`src/rtl/ad9363_if_pkg.sv`:
```
// ---------------------------------------------------------------------------
// ad9363_if_pkg
// Shared definitions for the AD9363 CMOS framer/deframer.
//   rx_state_e          : receive alignment state (SEARCH / VERIFY / LOCKED)
//   words_per_frame()   : I/Q words carried in one frame for a channel count
//   expected_frame_bit(): level the frame line must have at word index k
// ---------------------------------------------------------------------------
package ad9363_if_pkg;

  typedef enum logic [1:0] {
    RX_SEARCH = 2'd0,
    RX_VERIFY = 2'd1,
    RX_LOCKED = 2'd2
  } rx_state_e;

  // Word order within a frame is I0,Q0,I1,Q1.
  function automatic int words_per_frame(input int num_ch);
    return 2 * num_ch;
  endfunction

  // The frame line is high for the first NUM_CH words and low for the rest,
  // so 1R1T toggles every word and 2R2T toggles every two words.
  function automatic logic expected_frame_bit(input int k, input int num_ch);
    return (k < num_ch);
  endfunction

endpackage

```
`src/rtl/ad9363_rx_align_fsm.sv`:
```
// ---------------------------------------------------------------------------
// ad9363_rx_align_fsm
// Receive frame alignment: frame-start edge detect, word counter, lock/verify
// state machine and link-health counters.
//
// Ports
//   clk         in   data clock, one captured word per cycle
//   rst         in   asynchronous active-high reset
//   frame_bit   in   captured frame bit for the current word
//   word_idx    out  slot index of the current word within the frame
//   word_wr     out  current word belongs to a tracked frame (write to buffer)
//   frame_emit  out  current word completes a good frame while LOCKED
//   rx_status   out  high while LOCKED
//   rx_err_cnt  out  saturating count of bad frames seen while LOCKED
//
// state      | meaning
// -----------+-------------------------------------------------------------
// RX_SEARCH  | waiting for a 0->1 frame edge to mark word 0
// RX_VERIFY  | counting clean frames; any bad frame bit returns to SEARCH
// RX_LOCKED  | aligned; frames are emitted, bad frames counted
// ---------------------------------------------------------------------------
module ad9363_rx_align_fsm
  import ad9363_if_pkg::*;
#(
  parameter int NUM_CH      = 1,
  parameter int LOCK_FRAMES = 4,
  parameter int UNLOCK_ERRS = 2,
  localparam int W          = words_per_frame(NUM_CH),
  localparam int CNT_W      = $clog2(W)
) (
  input  logic             clk,
  input  logic             rst,
  input  logic             frame_bit,
  output logic [CNT_W-1:0] word_idx,
  output logic             word_wr,
  output logic             frame_emit,
  output logic             rx_status,
  output logic [15:0]      rx_err_cnt
);

  localparam int GW = $clog2(LOCK_FRAMES + 1);
  localparam int BW = $clog2(UNLOCK_ERRS + 1);

  rx_state_e        state;
  logic             prev_frame;
  logic [CNT_W-1:0] cnt;
  logic [GW-1:0]    good_cnt;
  logic [BW-1:0]    bad_run;
  logic             frame_bad;

  logic             start;
  logic             mismatch;
  logic             last_word;
  logic             frame_bad_now;
  logic [CNT_W-1:0] cnt_next;

  always_comb begin
    start         = frame_bit & ~prev_frame;
    // In SEARCH the only word we act on is a frame start, which is word 0.
    word_idx      = (state == RX_SEARCH) ? '0 : cnt;
    word_wr       = (state != RX_SEARCH) || start;
    mismatch      = (frame_bit != expected_frame_bit(32'(word_idx), NUM_CH));
    last_word     = (word_idx == CNT_W'(W - 1));
    frame_bad_now = frame_bad | mismatch;
    frame_emit    = (state == RX_LOCKED) && last_word && !frame_bad_now;
    cnt_next      = last_word ? '0 : word_idx + CNT_W'(1);
  end

  assign rx_status = (state == RX_LOCKED);

  always_ff @(posedge clk or posedge rst) begin
    if (rst) begin
      state      <= RX_SEARCH;
      // Reset high so a frame line held high through reset is not a start.
      prev_frame <= 1'b1;
      cnt        <= '0;
      good_cnt   <= '0;
      bad_run    <= '0;
      frame_bad  <= 1'b0;
      rx_err_cnt <= '0;
    end else begin
      prev_frame <= frame_bit;
      case (state)
        RX_SEARCH: begin
          if (start) begin
            state     <= RX_VERIFY;
            cnt       <= cnt_next;
            good_cnt  <= '0;
            frame_bad <= 1'b0;
          end
        end
        RX_VERIFY: begin
          if (mismatch) begin
            state <= RX_SEARCH;
          end else begin
            cnt <= cnt_next;
            if (last_word) begin
              if (good_cnt == GW'(LOCK_FRAMES - 1)) begin
                state     <= RX_LOCKED;
                bad_run   <= '0;
                frame_bad <= 1'b0;
              end else begin
                good_cnt <= good_cnt + GW'(1);
              end
            end
          end
        end
        RX_LOCKED: begin
          cnt <= cnt_next;
          if (last_word) begin
            frame_bad <= 1'b0;
            if (frame_bad_now) begin
              if (rx_err_cnt != 16'hFFFF) rx_err_cnt <= rx_err_cnt + 16'd1;
              if (bad_run == BW'(UNLOCK_ERRS - 1)) begin
                state   <= RX_SEARCH;
                bad_run <= '0;
              end else begin
                bad_run <= bad_run + BW'(1);
              end
            end else begin
              bad_run <= '0;
            end
          end else begin
            frame_bad <= frame_bad_now;
          end
        end
        default: state <= RX_SEARCH;
      endcase
    end
  end

endmodule

```
`src/rtl/ad9363_cmos_framer.sv`:
```
// ---------------------------------------------------------------------------
// ad9363_cmos_framer
// Word-level framer/deframer for the AD9363 CMOS data port (1R1T / 2R2T),
// between the IDDR/ODDR capture layer and user logic, all on data_clk.
//
// Ports
//   data_clk      in   single clock, one RX and one TX word per cycle
//   rst           in   asynchronous active-high reset
//   rx_frame_in   in   captured frame bit
//   rx_data_in    in   captured data word
//   adc_valid     out  one-cycle pulse, adc_data holds a full frame
//   adc_data      out  {Q(n-1),I(n-1),...,Q0,I0}, I0 in the LSBs
//   rx_status     out  high while aligned
//   rx_err_cnt    out  bad frames seen while aligned, saturating
//   dac_valid     in   user sample valid (only looked at in the ready slot)
//   dac_data      in   same packing as adc_data
//   dac_ready     out  high in the last word slot of the TX frame
//   tx_underflow  out  one-cycle pulse, a frame went out as zeros
//   tx_frame_out  out  framed TX frame bit
//   tx_data_out   out  framed TX word
// ---------------------------------------------------------------------------
module ad9363_cmos_framer
  import ad9363_if_pkg::*;
#(
  parameter int DATA_W      = 12,
  parameter int NUM_CH      = 1,
  parameter int LOCK_FRAMES = 4,
  parameter int UNLOCK_ERRS = 2,
  localparam int W          = words_per_frame(NUM_CH),
  localparam int FW         = W * DATA_W,
  localparam int CNT_W      = $clog2(W)
) (
  input  logic              data_clk,
  input  logic              rst,
  input  logic              rx_frame_in,
  input  logic [DATA_W-1:0] rx_data_in,
  output logic              adc_valid,
  output logic [FW-1:0]     adc_data,
  output logic              rx_status,
  output logic [15:0]       rx_err_cnt,
  input  logic              dac_valid,
  input  logic [FW-1:0]     dac_data,
  output logic              dac_ready,
  output logic              tx_underflow,
  output logic              tx_frame_out,
  output logic [DATA_W-1:0] tx_data_out
);

  // ---------------- receive ----------------
  logic [CNT_W-1:0] word_idx;
  logic             word_wr;
  logic             frame_emit;
  logic [FW-1:0]    frame_buf;
  logic [FW-1:0]    frame_next;

  ad9363_rx_align_fsm #(
    .NUM_CH      (NUM_CH),
    .LOCK_FRAMES (LOCK_FRAMES),
    .UNLOCK_ERRS (UNLOCK_ERRS)
  ) u_rx_align (
    .clk        (data_clk),
    .rst        (rst),
    .frame_bit  (rx_frame_in),
    .word_idx   (word_idx),
    .word_wr    (word_wr),
    .frame_emit (frame_emit),
    .rx_status  (rx_status),
    .rx_err_cnt (rx_err_cnt)
  );

  // The completed frame includes the word arriving this cycle, so adc_data
  // is taken from the merged view rather than the buffer register.
  always_comb begin
    frame_next = frame_buf;
    frame_next[int'(word_idx)*DATA_W +: DATA_W] = rx_data_in;
  end

  always_ff @(posedge data_clk or posedge rst) begin
    if (rst) begin
      frame_buf <= '0;
      adc_data  <= '0;
      adc_valid <= 1'b0;
    end else begin
      if (word_wr) frame_buf <= frame_next;
      adc_valid <= frame_emit;
      if (frame_emit) adc_data <= frame_next;
    end
  end

  // ---------------- transmit ----------------
  // tx_cnt is the slot of the word currently on tx_data_out; the load for
  // the next frame happens on the edge leaving slot W-1.
  logic [CNT_W-1:0] tx_cnt;
  logic [CNT_W-1:0] tx_cnt_next;
  logic             tx_last;
  logic [FW-1:0]    tx_load;
  logic [FW-1:0]    tx_shift;

  always_comb begin
    tx_last     = (tx_cnt == CNT_W'(W - 1));
    tx_cnt_next = tx_last ? '0 : tx_cnt + CNT_W'(1);
    tx_load     = dac_valid ? dac_data : '0;
  end

  assign dac_ready = tx_last;

  always_ff @(posedge data_clk or posedge rst) begin
    if (rst) begin
      tx_cnt       <= CNT_W'(W - 1);
      tx_shift     <= '0;
      tx_data_out  <= '0;
      tx_frame_out <= 1'b0;
      tx_underflow <= 1'b0;
    end else begin
      tx_cnt       <= tx_cnt_next;
      tx_frame_out <= expected_frame_bit(32'(tx_cnt_next), NUM_CH);
      tx_underflow <= tx_last && !dac_valid;
      if (tx_last) begin
        tx_data_out <= tx_load[DATA_W-1:0];
        tx_shift    <= tx_load >> DATA_W;
      end else begin
        tx_data_out <= tx_shift[DATA_W-1:0];
        tx_shift    <= tx_shift >> DATA_W;
      end
    end
  end

endmodule

```
`config.mk`:
```
export PLATFORM = sky130hd
export DESIGN_NAME = ad9363_cmos_framer
export DESIGN_NICKNAME = d
export VERILOG_FILES = /design/src/rtl/ad9363_if_pkg.sv /design/src/rtl/ad9363_rx_align_fsm.sv /design/src/rtl/ad9363_cmos_framer.sv
export SDC_FILE = /design/constraint.sdc
export NUM_CORES = 1
export LEC_CHECK = 0
export CORE_ASPECT_RATIO = 0.7
export CORE_MARGIN = 8
export CORE_UTILIZATION = 47
export CTS_BUF_LIST = sky130_fd_sc_hd__clkbuf_8
export DETAILED_ROUTE_END_ITERATION = 8
export HOLD_SLACK_MARGIN = 0.12
export PLACE_DENSITY = 0.8
export SLEW_MARGIN = 20
export SYNTH_ARGS = -nofsm -noshare
export SYNTH_HDL_FRONTEND = slang
export SYNTH_SLANG_ARGS = --single-unit
```
`constraint.sdc`:
```
create_clock -name data_clk -period 3.5 [get_ports data_clk]
set_clock_uncertainty 0.2 [all_clocks]
set_input_delay 0.7 -clock data_clk [delete_from_list [all_inputs] [get_ports data_clk]]
set_output_delay 0.7 -clock data_clk [all_outputs]
set_load 0.1 [all_outputs]
```
==> results.md <==
* Endpoint required time on the critical path at 2.60 ns
* Fmax at 393 MHz
* Ys async rst share at 100%
* CTS tree: done
* Vias at 2817
* Capturing point of the worst reg2reg path: u_rx_align.good_cnt[1]
* Number of nets at the end of the flow at 466
* Vias in the first global route at 2990
* Min Tclk post-route at 2.54 ns
* Final count of hold timing violations at 0
* Critical path arrival at 1.64 ns
* Run status: finished, final reports clean
* Final period utilization at 72.7%
* Total congestion overflow after global routing at 0
* RSZ-0062 raised after global routing: false
* Slowest cell on the critical path: dfrtp_1
* Worst hold path type: reg -> reg
* Power per standard cell area at 670 mW/mm^2
* Number of design-rule violations left by the first detailed-router iteration at 125
* CTS clk-pin slew, worst paths at 0.09 ns
* Synthesized netlist net count at 367
* Worst slew slack as a fraction of its limit at 52.6%
* Slack of the worst reg-to-reg path at 1.23 ns
* Drt pass-1 iters at 4
* Register area share after synthesis at 59.7%
* Synth unique cells at 52
* Mean post-synth cell area at 13.2 um^2
* Startpoint type of the worst setup path: flip-flop
* Horiz. Die Dim at 130 um
* Antenna violations before repair at 0
* Syn. warnings at 0
* Number of gates on the worst path with buffers counted at 3
* Accumulated negative setup slack at 0 ns
* Fraction of layout instances using a drive strength above 1 at 31.5%
* DR vias/cell at 5.10
* CTS Buf Count at 9
* Largest net degree at the start of global routing at 51
* Slew Viols, Final at 0
* Hold_buf cts at 0
* Worst path bufs/invs at 2
* Kind of end point of the critical path: primary output
* Critical path cell sequence: nand2b_4, inv_1, buf_4
* Number of flops mapped to enable cells by yosys at 0
* Total of fill cells in the finished design at 717
* Post-Synthesis Cells at 324
* Starting density of the core at 47.8%
* Diode count at 0
* Combined area of all synthesized cells at 0.00428 mm^2
* Final estimated routing congestion in global placement at 0.815
* Die Footprint at 0.0125 mm^2
* Clock Path Buffers at 2
* Crit-path max FO at 15
* Final core utilization at 60.9%
* Worst supply voltage drop on vdd at 368 uV
* Slew of the pin with the lowest slew margin at 0.709 ns
* Detailed-route wire length per cell at 16.2 um
* Post-CTS repair timing setup buffer count at 0
* Share of the synthesized area in the top cell type at 58.4%
* DRC Markers at 0
* Top library cells by usage in the layout, fill and taps aside: dfrtp_1, buf_4, clkdlybuf4s50_1, mux2_2, nand2_1
* Final WL at 8960 um
* Number of H-tree levels at 3
* Total global routing track utilization at 15.2%
* CTS-repair resized insts at 0
* Antenna Violating Nets Remaining at 0
* Number of clock sinks at 102
* Clock latency at the later pin of the worst-skew pair at 0.36 ns
* Number of synthesized register bits at 102
* Port bufs at 96
* Number of top-level pins at 97
* Leading area contributor after synthesis: dfrtp_1
* Most common cell after layout, fill and taps aside: dfrtp_1
* Highest cell delay on the worst timing path at 0.58 ns
* Number of cells traversed by the worst register-to-register path at 6
* # setup viols final at 0
* Root Buffer Master: clkbuf_8
* Reported leakage power at 0.00278 uW
* Max-capacitance violation count at 0
* Largest cells by area after synthesis: dfrtp_1, mux2_2, a22o_1
* Launch instance of the worst register-to-register path: u_rx_align.good_cnt[0]
* Top_reg_cell synth: dfrtp_1
* Area grow syn2layout at 27.5%
* Worst Setup Path Type: reg -> out
* Core box area at 0.00896 mm^2
* First-pass GRT wire length at 14900 um
* Final HPWL from detailed placement at 6550 um
* Capture point of the critical path: rx_status
* Critical path's top delay family: flip-flops
* Launching element of the worst setup path: u_rx_align.state[0]
* Overall die height at 95.9 um
* Number of core rows at 29
cell families (layout without fill, tap and decap cells):
kind of cell / Yosys count / count (layout) / synth area share, %
xor gates and xnor gates: 17 / 17 / 3.48
AOI/OAI and AO/OA: 49 / 49 / 7.80
buffers and inverters: 23 / 127 / 2.63
DFF: 102 / 102 / 59.7
muxes: 49 / 49 / 13.1
adders and majority gates: 3 / 3 / 0.877
and+or+nand+nor: 81 / 81 / 12.5
layout make-up:
class	count	area (um^2)	share of cell area (%)
flip-flops and latches	102	2550	46.8
multi-input cells	199	1620	29.7
repair buffers	102	876	16.0
well taps	124	155	2.84
clock buffers	10	138	2.52
clock inverters	6	77.6	1.42
inverters	9	37.5	0.688
cell usage after synthesis, types with 2 or more instances:
cell type / number
or2_2: 2
mux2_4: 6
a22o_1: 16
nand2_1: 20
inv_1: 9
nor4_1: 5
nand3_1: 4
nor4b_2: 2
xor2_1: 15
dfstp_2: 2
buf_6: 2
o21ai_0: 19
nor2_1: 6
clkbuf_1: 6
mux2i_1: 12
nor3_1: 6
buf_2: 3
buf_4: 2
a21oi_1: 5
nand4_1: 3
mux2_2: 31
ha_1: 3
dfrtp_1: 100
xnor2_1: 2
and3_1: 14
nor4_2: 2
nand2b_1: 2
through the flow:
stage	cells	worst slack (ns)	hold slack, ns	cell area [um^2]	power [uW]
6_report	552	0.956	0.281	5460	3660
5_1_grt	552	0.874	0.285	5460	3850
4_1_cts	552	0.945	0.280	5460	3700
3_5_place_dp	536	0.581	0.270	5240	2910
3_3_place_gp	536	0.677	0.260	5240	2870
2_1_floorplan	324	0.825	0.256	4290	2590
worst min-delay path by stage:
| stage | from | end | cells past startpoint |
|---|---|---|---|
| after floorplan | tx_shift[0] | tx_data_out[0] | 1 |
| after global placement | tx_shift[8] | tx_data_out[8] | 1 |
| after detailed placement | tx_shift[7] | tx_data_out[7] | 1 |
| after CTS | tx_shift[9] | tx_data_out[9] | 1 |
| after global routing | tx_shift[3] | tx_data_out[3] | 1 |
| final | tx_shift[3] | tx_data_out[3] | 1 |
registers in the layout, summed over array words and instances, names as in the netlist, 2 cells and up:
register               flops
adc_data                  24
frame_buf                 24
tx_data_out               12
tx_shift                  12
u_rx_align.bad_run         2
u_rx_align.good_cnt        3
u_rx_align.rx_err_cnt     16
u_rx_align.state           2
per-layer routing:
metal,routed length [um],vias to the layer above,global-route usage [%]
met5,0,-,0
met4,97,0,4.33
met3,899,13,7.19
met2,3900,102,23.2
met1,4060,1346,19.2
li1,-,1356,-
where the power goes:
group	switching (uW)	internal, uW
registers	154	1420
clock network	366	415
logic	853	447
total	1370	2280
Note: power is estimated with default switching activity, not from simulation.
